### src/rtl/bar_pkg.sv
// rtl/bar_pkg.sv - shared word type and width for the bar FIFO
package bar_pkg;

    localparam int DATA_W = 32;

    typedef logic [DATA_W-1:0] word_t;

endpackage

### src/rtl/bar_if.sv
// rtl/bar_if.sv - valid/ready word stream with FIFO-side modports
interface bar
    import bar_pkg::*;
    ();

    word_t data;
    logic  valid;
    logic  ready;

    // Stream entering the FIFO: data/valid come in, ready goes out
    modport in (
        input  data,
        input  valid,
        output ready
    );

    // Stream leaving the FIFO: data/valid go out, ready comes in
    modport out (
        output data,
        output valid,
        input  ready
    );

endinterface

### src/rtl/bar_fifo_ram.sv
// rtl/bar_fifo_ram.sv - DEPTH x word_t register file, one write port, async read
module bar_fifo_ram
    import bar_pkg::*;
#(
    parameter int DEPTH = 4
) (
    input  logic                     clk,
    input  logic                     rst_n,
    input  logic                     we,
    input  logic [$clog2(DEPTH)-1:0] waddr,
    input  word_t                    wdata,
    input  logic [$clog2(DEPTH)-1:0] raddr,
    output word_t                    rdata
);

    word_t mem_q [DEPTH];
    word_t mem_d [DEPTH];

    // Next storage contents: only the addressed entry changes on a write
    always_comb begin
        mem_d = mem_q;
        if (we) begin
            mem_d[waddr] = wdata;
        end
    end

    // Storage register; reset wipes every entry so no stale word survives
    always_ff @(posedge clk) begin
        if (!rst_n) begin
            for (int i = 0; i < DEPTH; i++) begin
                mem_q[i] <= '0;
            end
        end else begin
            mem_q <= mem_d;
        end
    end

    assign rdata = mem_q[raddr];

endmodule

### src/rtl/bar_fifo.sv
// rtl/bar_fifo.sv - registered-output word FIFO between two valid/ready streams
module bar_fifo
    import bar_pkg::*;
#(
    parameter int DEPTH = 4
) (
    input  logic                   clk,
    input  logic                   rst_n,
    bar.in                         x,
    bar.out                        y,
    output logic [$clog2(DEPTH):0] level
);

    localparam int AW = $clog2(DEPTH);
    localparam int LW = AW + 1;
    localparam logic [LW-1:0] FULL_LVL = LW'(DEPTH);

    logic [AW-1:0] wr_ptr_q, wr_ptr_d;
    logic [AW-1:0] rd_ptr_q, rd_ptr_d;
    logic [LW-1:0] level_q, level_d;
    logic          push;
    logic          pop;
    word_t         head_word;

    // Handshakes depend only on registered occupancy (plus reset for ready)
    assign x.ready = rst_n && (level_q != FULL_LVL);
    assign y.valid = (level_q != '0);
    assign y.data  = head_word;
    assign level   = level_q;

    assign push = x.valid && x.ready;
    assign pop  = y.valid && y.ready;

    // Pointer and occupancy update; power-of-two depth lets pointers wrap naturally
    always_comb begin
        wr_ptr_d = wr_ptr_q;
        rd_ptr_d = rd_ptr_q;
        level_d  = level_q;
        if (push) begin
            wr_ptr_d = wr_ptr_q + 1'b1;
        end
        if (pop) begin
            rd_ptr_d = rd_ptr_q + 1'b1;
        end
        if (push && !pop) begin
            level_d = level_q + 1'b1;
        end else if (pop && !push) begin
            level_d = level_q - 1'b1;
        end
    end

    // Control state register; reset wins over any handshake on the same edge
    always_ff @(posedge clk) begin
        if (!rst_n) begin
            wr_ptr_q <= '0;
            rd_ptr_q <= '0;
            level_q  <= '0;
        end else begin
            wr_ptr_q <= wr_ptr_d;
            rd_ptr_q <= rd_ptr_d;
            level_q  <= level_d;
        end
    end

    bar_fifo_ram #(
        .DEPTH (DEPTH)
    ) u_ram (
        .clk   (clk),
        .rst_n (rst_n),
        .we    (push),
        .waddr (wr_ptr_q),
        .wdata (x.data),
        .raddr (rd_ptr_q),
        .rdata (head_word)
    );

endmodule

### src/flat_wrapper.sv
// flat-port wrapper written by rule: the top's interface ports become plain ports
module bar_fifo_flat import bar_pkg::*;
#(
    parameter int DEPTH = 4
)
  (clk, rst_n, level, x_data, x_valid, x_ready, y_data, y_valid, y_ready);
  bar x_i ();
  bar y_i ();
  input  logic clk;
  input  logic rst_n;
  output logic [$clog2(DEPTH):0] level;
  input wire logic [$bits(x_i.data)-1:0] x_data;
  input wire logic [$bits(x_i.valid)-1:0] x_valid;
  output wire logic [$bits(x_i.ready)-1:0] x_ready;
  output wire logic [$bits(y_i.data)-1:0] y_data;
  output wire logic [$bits(y_i.valid)-1:0] y_valid;
  input wire logic [$bits(y_i.ready)-1:0] y_ready;
  assign x_i.data = x_data;
  assign x_i.valid = x_valid;
  assign x_ready = x_i.ready;
  assign y_data = y_i.data;
  assign y_valid = y_i.valid;
  assign y_i.ready = y_ready;
  bar_fifo #(.DEPTH(DEPTH)) u_core (.clk(clk), .rst_n(rst_n), .x(x_i), .y(y_i), .level(level));
endmodule
### config.mk
export PLATFORM = sky130hd
export DESIGN_NAME = bar_fifo_flat
export DESIGN_NICKNAME = d
export VERILOG_FILES = /design/src/rtl/bar_pkg.sv /design/src/rtl/bar_if.sv /design/src/rtl/bar_fifo_ram.sv /design/src/rtl/bar_fifo.sv /design/src/flat_wrapper.sv
export SDC_FILE = /design/constraint.sdc
export NUM_CORES = 1
export LEC_CHECK = 0
export ABC_AREA = 1
export CORE_MARGIN = 2
export CORE_UTILIZATION = 30
export DETAILED_ROUTE_END_ITERATION = 7
export PLACE_DENSITY = 0.57
export SLEW_MARGIN = 20
export SYNTH_ARGS = -nofsm -noshare
export SYNTH_HDL_FRONTEND = slang
export SYNTH_SLANG_ARGS = --single-unit
### constraint.sdc
create_clock -name clk -period 2.3 [get_ports clk]
set_clock_uncertainty 0.15 [all_clocks]
set_input_delay 0.575 -clock clk [delete_from_list [all_inputs] [get_ports clk]]
set_output_delay 0.575 -clock clk [all_outputs]
set_load 0.01 [all_outputs]
==> out/metrics.cfg <==
[run_status]
outcome = complete, but fails checks
violations = negative setup slack

[route]
wire_per_inst_um = 11.9
ant_nets = 0
wl_um = 16700
dr.first_iter.drc_count = 332
drc = 0
via_per_inst = 4.28
first_pass_iters = 5
dr_total_vias = 6021

[placed_design]
dp_hpwl_um = 9890
place_congestion = 0.692
port_buffers = 72

[worst_setup_path]
reg2reg_from = u_core.level[1]
crit_fanout = 8
critical_path_required_ps = 1570
cpPeakStageDelay_ps = 360
crit_type = register to primary output
r2r_cells = 11
cp-startpoint = u_core.rd_ptr_q[0]
critPathSlowestCell = dfxtp_4
cp-start-kind = register
end_kind = primary output
rr_endpoint = u_core.level[2]
worstPathCellList = inv_8 -> buf_12 -> buf_12 -> buf_16 -> a21oi_1 -> a21oi_1 -> buf_2
crit_arrival_ps = 1630
rrSetupSlack_ps = 330

[hold_path]
hold_path.class = input port to register
worstHoldStart = rst_n
hold_depth = 3
min_to = u_core.wr_ptr_q[1]

[die]
start_util_pct = 30.6
ios = 73
core_area_um2 = 21100
dieArea_um2 = 22700
die_h_um = 151
num_rows = 53
die_w_um = 151

[synth]
syn-mean-instance-area_um2 = 6.17
synth_edf_count = 0
synth_nets = 1087
async_flop_share_pct = 0
synth_top_area_share_pct = 41.9
ys_warn_count = 0
ys_types = 18
synth_commonest_cells = nand2_1, nor2_1, inv_1
synth_top_cell_by_area = dfxtp_1
synth_seq_cells = 135
ys_seq_area_share_pct = 41.9
netlist_area_um2 = 6450
synthFlopType = dfxtp_1
synthTopCellsByArea = dfxtp_1, nand2_1, nor2_1
synthCells = 1045
yosys.cell_count.top_type = nand2_1

[final_layout]
diodes = 0
area_growth_pct = 31.7
nNetsFinal = 1162
final_layout_size_suffix_gt1_share_pct = 13.7

[clock_tree]
cts_htree_levels = 4
cts_root_buf = clkbuf_16
clkLatencyLatePin_ps = 410
clock_sinks = 135
clk_pin_slew_ps = 60
clockBufferDepth = 2
cts_made_buffers = 17
cts_tree = done

[timing]
fin_crit_sh_pct = 102
fin_tns_setup_ps = -52.9
maxSlewHeadroom_pct = 62.6
tightest_slew_ps = 561
timing.fmax_mhz = 425
setup_viol = 2
slew_violations = 0
period_minus_slack_ps = 2350
fin_ws_ps = -51.5
final-hold-violation-count = 0
rsz0062_at_grt = true

[pwr]
p_leak_uw = 0.00434
power_uw = 7860
power-per-cell-area_nw_per_um2 = 925
ir_drop_uv = 487

[global_route]
grt_usage_pct = 15.1
grt_pass1_wl_um = 27400
antenna_found_initial = 0
globalRouteOverflowTotal = 0
grt_max_degree = 51
grt_pass1_vias = 5513

[run]
maxCapViolCount = 0

-- logic make-up after synthesis --
| logic type | share of synthesized area [%] |
|---|---|
| XOR/XNOR | 0.136 |
| AND/OR/NAND/NOR | 33.8 |
| adder cells (fa/ha/maj) | 1.28 |
| AO/OA/AOI/OAI | 10.5 |
| flip-flops | 41.9 |
| buffers and inverters | 12.4 |
-- layer usage --
layer,track usage (%),wire length (um)
met5,0,0
met4,4.21,168
met3,3.21,497
met2,25.0,7740
met1,19.9,8330
-- how the worst max path moves through the flow --
stage                     cells past startpoint  slack, ps         endpoint
after floorplan                              10        170  u_core.level[2]
after global placement                       10       -190  u_core.level[2]
after detailed placement                     10       -210  u_core.level[2]
after CTS                                     6        -80       y_data[16]
after global routing                          7       -110       y_data[13]
final                                         7        -50       y_data[13]
-- sequential cells by signal, indices dropped and copies added, names as in the netlist --
signal / cells
u_core.rd_ptr_q: 2
u_core.u_ram.mem_q: 128
u_core.wr_ptr_q: 2
u_core.level: 3
-- layout make-up --
type,count,area (um2)
fillers,2217,12600
multi-input cells,710,3180
flip-flops and latches,135,2710
repair buffers,117,1190
inverters,139,532
clock buffers,26,479
well taps,275,344
clock inverters,4,70.1
-- cell usage in the layout (no fill, tap or decap), drive strengths merged --
| cell type | instances |
|---|---|
| a21oi | 100 |
| buf | 77 |
| bufinv | 2 |
| clkbuf | 27 |
| clkdlybuf4s50 | 37 |
| clkinv | 2 |
| dfxtp | 135 |
| dlygate4sd2 | 2 |
| fa | 1 |
| ha | 5 |
| inv | 139 |
| nand2 | 299 |
| nand3 | 4 |
| nand4 | 4 |
| nor2 | 261 |
| o21ai | 35 |
| xor2 | 1 |
-- repair_timing --
item,4_1_cts,5_1_grt
gates resized for setup,193,37
cloned,5,1
buffers inserted,8,0
setup endpoints to repair,34,32
pin swaps,12,3
hold buffers,0,0
-- stage by stage --
stage	worst slack [ps]	hold slack [ps]	instance area, um2	cells	utilization [%]
global route	-109	303	8500	1406	40.3
global placement	-191	349	7620	1362	36.1
floorplan	173	327	6450	1045	-
finish	-51.5	287	8500	1406	40.3
detailed placement	-207	350	7620	1362	36.1
CTS	-77.6	268	8400	1405	39.8
-- power breakdown --
group	total (uW)	leakage [uW]	internal [uW]	switching, uW
Sequential	2660	0.00110	2540	126
Combinational	2600	0.00297	1170	1430
Clock	2600	0.000268	1640	961
Total	7860	0.00434	5350	2510
-- critical path, delay by kind of cell (launching register included) --
kind	cells	cell delay [ps]
AOI/OAI and AO/OA	2	220
buffers and inverters	5	630
DFF	1	360
Note: power is estimated with default switching activity, not from simulation.
==> RTL change, RTL diff (config.mk and constraints unchanged) <==
`DEPTH` is set to 4 in 3 places; all go to 8.
--- a/src/rtl/bar_fifo_ram.sv
+++ b/src/rtl/bar_fifo_ram.sv
@@ -3,5 +3,5 @@
     import bar_pkg::*;
 #(
-    parameter int DEPTH = 4
+    parameter int DEPTH = 8
 ) (
     input  logic                     clk,
--- a/src/rtl/bar_fifo.sv
+++ b/src/rtl/bar_fifo.sv
@@ -3,5 +3,5 @@
     import bar_pkg::*;
 #(
-    parameter int DEPTH = 4
+    parameter int DEPTH = 8
 ) (
     input  logic                   clk,
--- a/src/flat_wrapper.sv
+++ b/src/flat_wrapper.sv
@@ -2,5 +2,5 @@
 module bar_fifo_flat import bar_pkg::*;
 #(
-    parameter int DEPTH = 4
+    parameter int DEPTH = 8
 )
   (clk, rst_n, level, x_data, x_valid, x_ready, y_data, y_valid, y_ready);
Ports: changed (resized level); port bits go from 73 to 74. No check against the original RTL was run, so the function may have changed too.
==> RTL change against the original RTL <==
- the flow still finishes with violations (setup timing)
- design area increased by 100%
- power grew 120%
- count of clock-buffer cells in the layout is 20 higher
- register-to-register slack worse by 0.17 ns
- first-iteration DRC count rose to 3.5 times the old value
- setup slack got worse by 0.39 ns
- sequential cell count up 131
- wire length rose to 2.7 times the old value
- fmax down 14%
- area after synthesis rose by 110%
- sequential power grew 87%
- sequential share of layout area fell by 0.67 points
- largest cell class unchanged
==> RTL change: results (changes against the original RTL) <==
Timing
  – Final setup fails: 32 (+30)
  – Final setup margin: -0.4374 ns (-0.3859 ns)

Clock network
  – Clk_lat worst skew: 0.60 ns (+0.19 ns)
  – CTS H-tree lvls: 1 (-3)
  – Total CTS buffers: 29 (+12)
  – Postcts setup bufs: 21 (+13)
  – Max Root-Sink Buffers: 3 (+1)
  – Post_cts resized: 283 (+47%)

Detailed routing
  – Final wirelength: 45,930 um (+170%)
  – Initial drt markers: 1,148 (+250%)
  – Vias post-DR: 13.80k (+130%)

Layout
  – Final nets: 2,222 (+91%)
  – P&R area growth vs syn: 29.11%
  – Layout cell share with drive strength beyond 1: 15.71% (+2.0 points)
  – Fill cell count: 4,650 (+110%)
  – Number of flip-flops in the largest register: 256 (+100%)

Worst hold path
  – Worst Hold Launch: u_core.u_ram.mem_q[167]$_SDFFE_PN0P_
  – Hold path cells: 2 (-1)

Yosys
  – Post-synthesis cell type count: 21 (+3)
  – Sequential area share after synthesis: 40.19% (-1.7 points)

Place
  – Dpl hpwl: 25,880 um (+160%)
  – # port buffers: 73 (+1.4%)
  – Routability Congestion: 0.8008 (+16%)
  – DP Area: 0.01511 sq mm (+98%)

Power and ir drop
  – Static Leak: 7.498 nW (+73%)
  – Power Density: 1002 mW/mm^2 (+8.3%)
  – Psw: 0.006184 W (+150%)
  – VDD IR-drop max: 0.4951 mV (+1.6%)
  – Comb power frac: 41.3% (+8.2 points)
  – Clk. pwr: 0.00508 W (+95%)

Run status
  – Violated checks: setup timing
  – Run status: complete, but fails checks

GRT
  – Pin count of the biggest net entering global routing: 155 (+200%)
  – Initial antenna violation count: 1 (+1)
  – First-pass GRT wire length: 70,700 um (+160%)
  – Vias in the first global route: 12.67k (+130%)
  – Total track usage: 18.90% (+3.8 points)

Setup path
  – R2R Setup Slk: 0.16 ns (-0.17 ns)
  – R2R cell count: 12 (+1)
  – CP arrival: 2.01 ns (+0.38 ns)
  – Crit path capture: y_data[20]
[RTL change: per-stage QoR]
step | instances | hold WS (ns)
global route | 2795 | 0.3497
floorplan | 2123 | 0.2995
finish | 2795 | 0.3287
detailed placement | 2703 | 0.3153
CTS | 2783 | 0.3309
global placement | 2703 | 0.3050
[RTL change: routing by layer]
layer  up-vias  track usage (%)  wire length, um
met5         -                0               13
met4         2            7.500             1566
met3        95            1.887             2757
met2       426            30.63            20840
met1      6394            25.86            20740
li1       6883                -                -
[RTL change: kinds of logic after synthesis]
logic type	count (synthesis)	share of synthesized area, %
DFF	266	40.19
adders and majority gates	6	0.6232
buffers and inverters	288	8.602
AOI/OAI and AO/OA	208	7.875
xor gates and xnor gates	5	0.3305
and+or+nand+nor	1350	42.38
[RTL change: cell type report]
type | count | share of cell area, %
clock inverters | 8 | 0.7826
well taps | 592 | 4.330
clock buffers | 46 | 5.317
multi-input cells | 1569 | 42.48
repair buffers | 198 | 13.29
inverters | 116 | 2.618
flip-flops and latches | 266 | 31.19
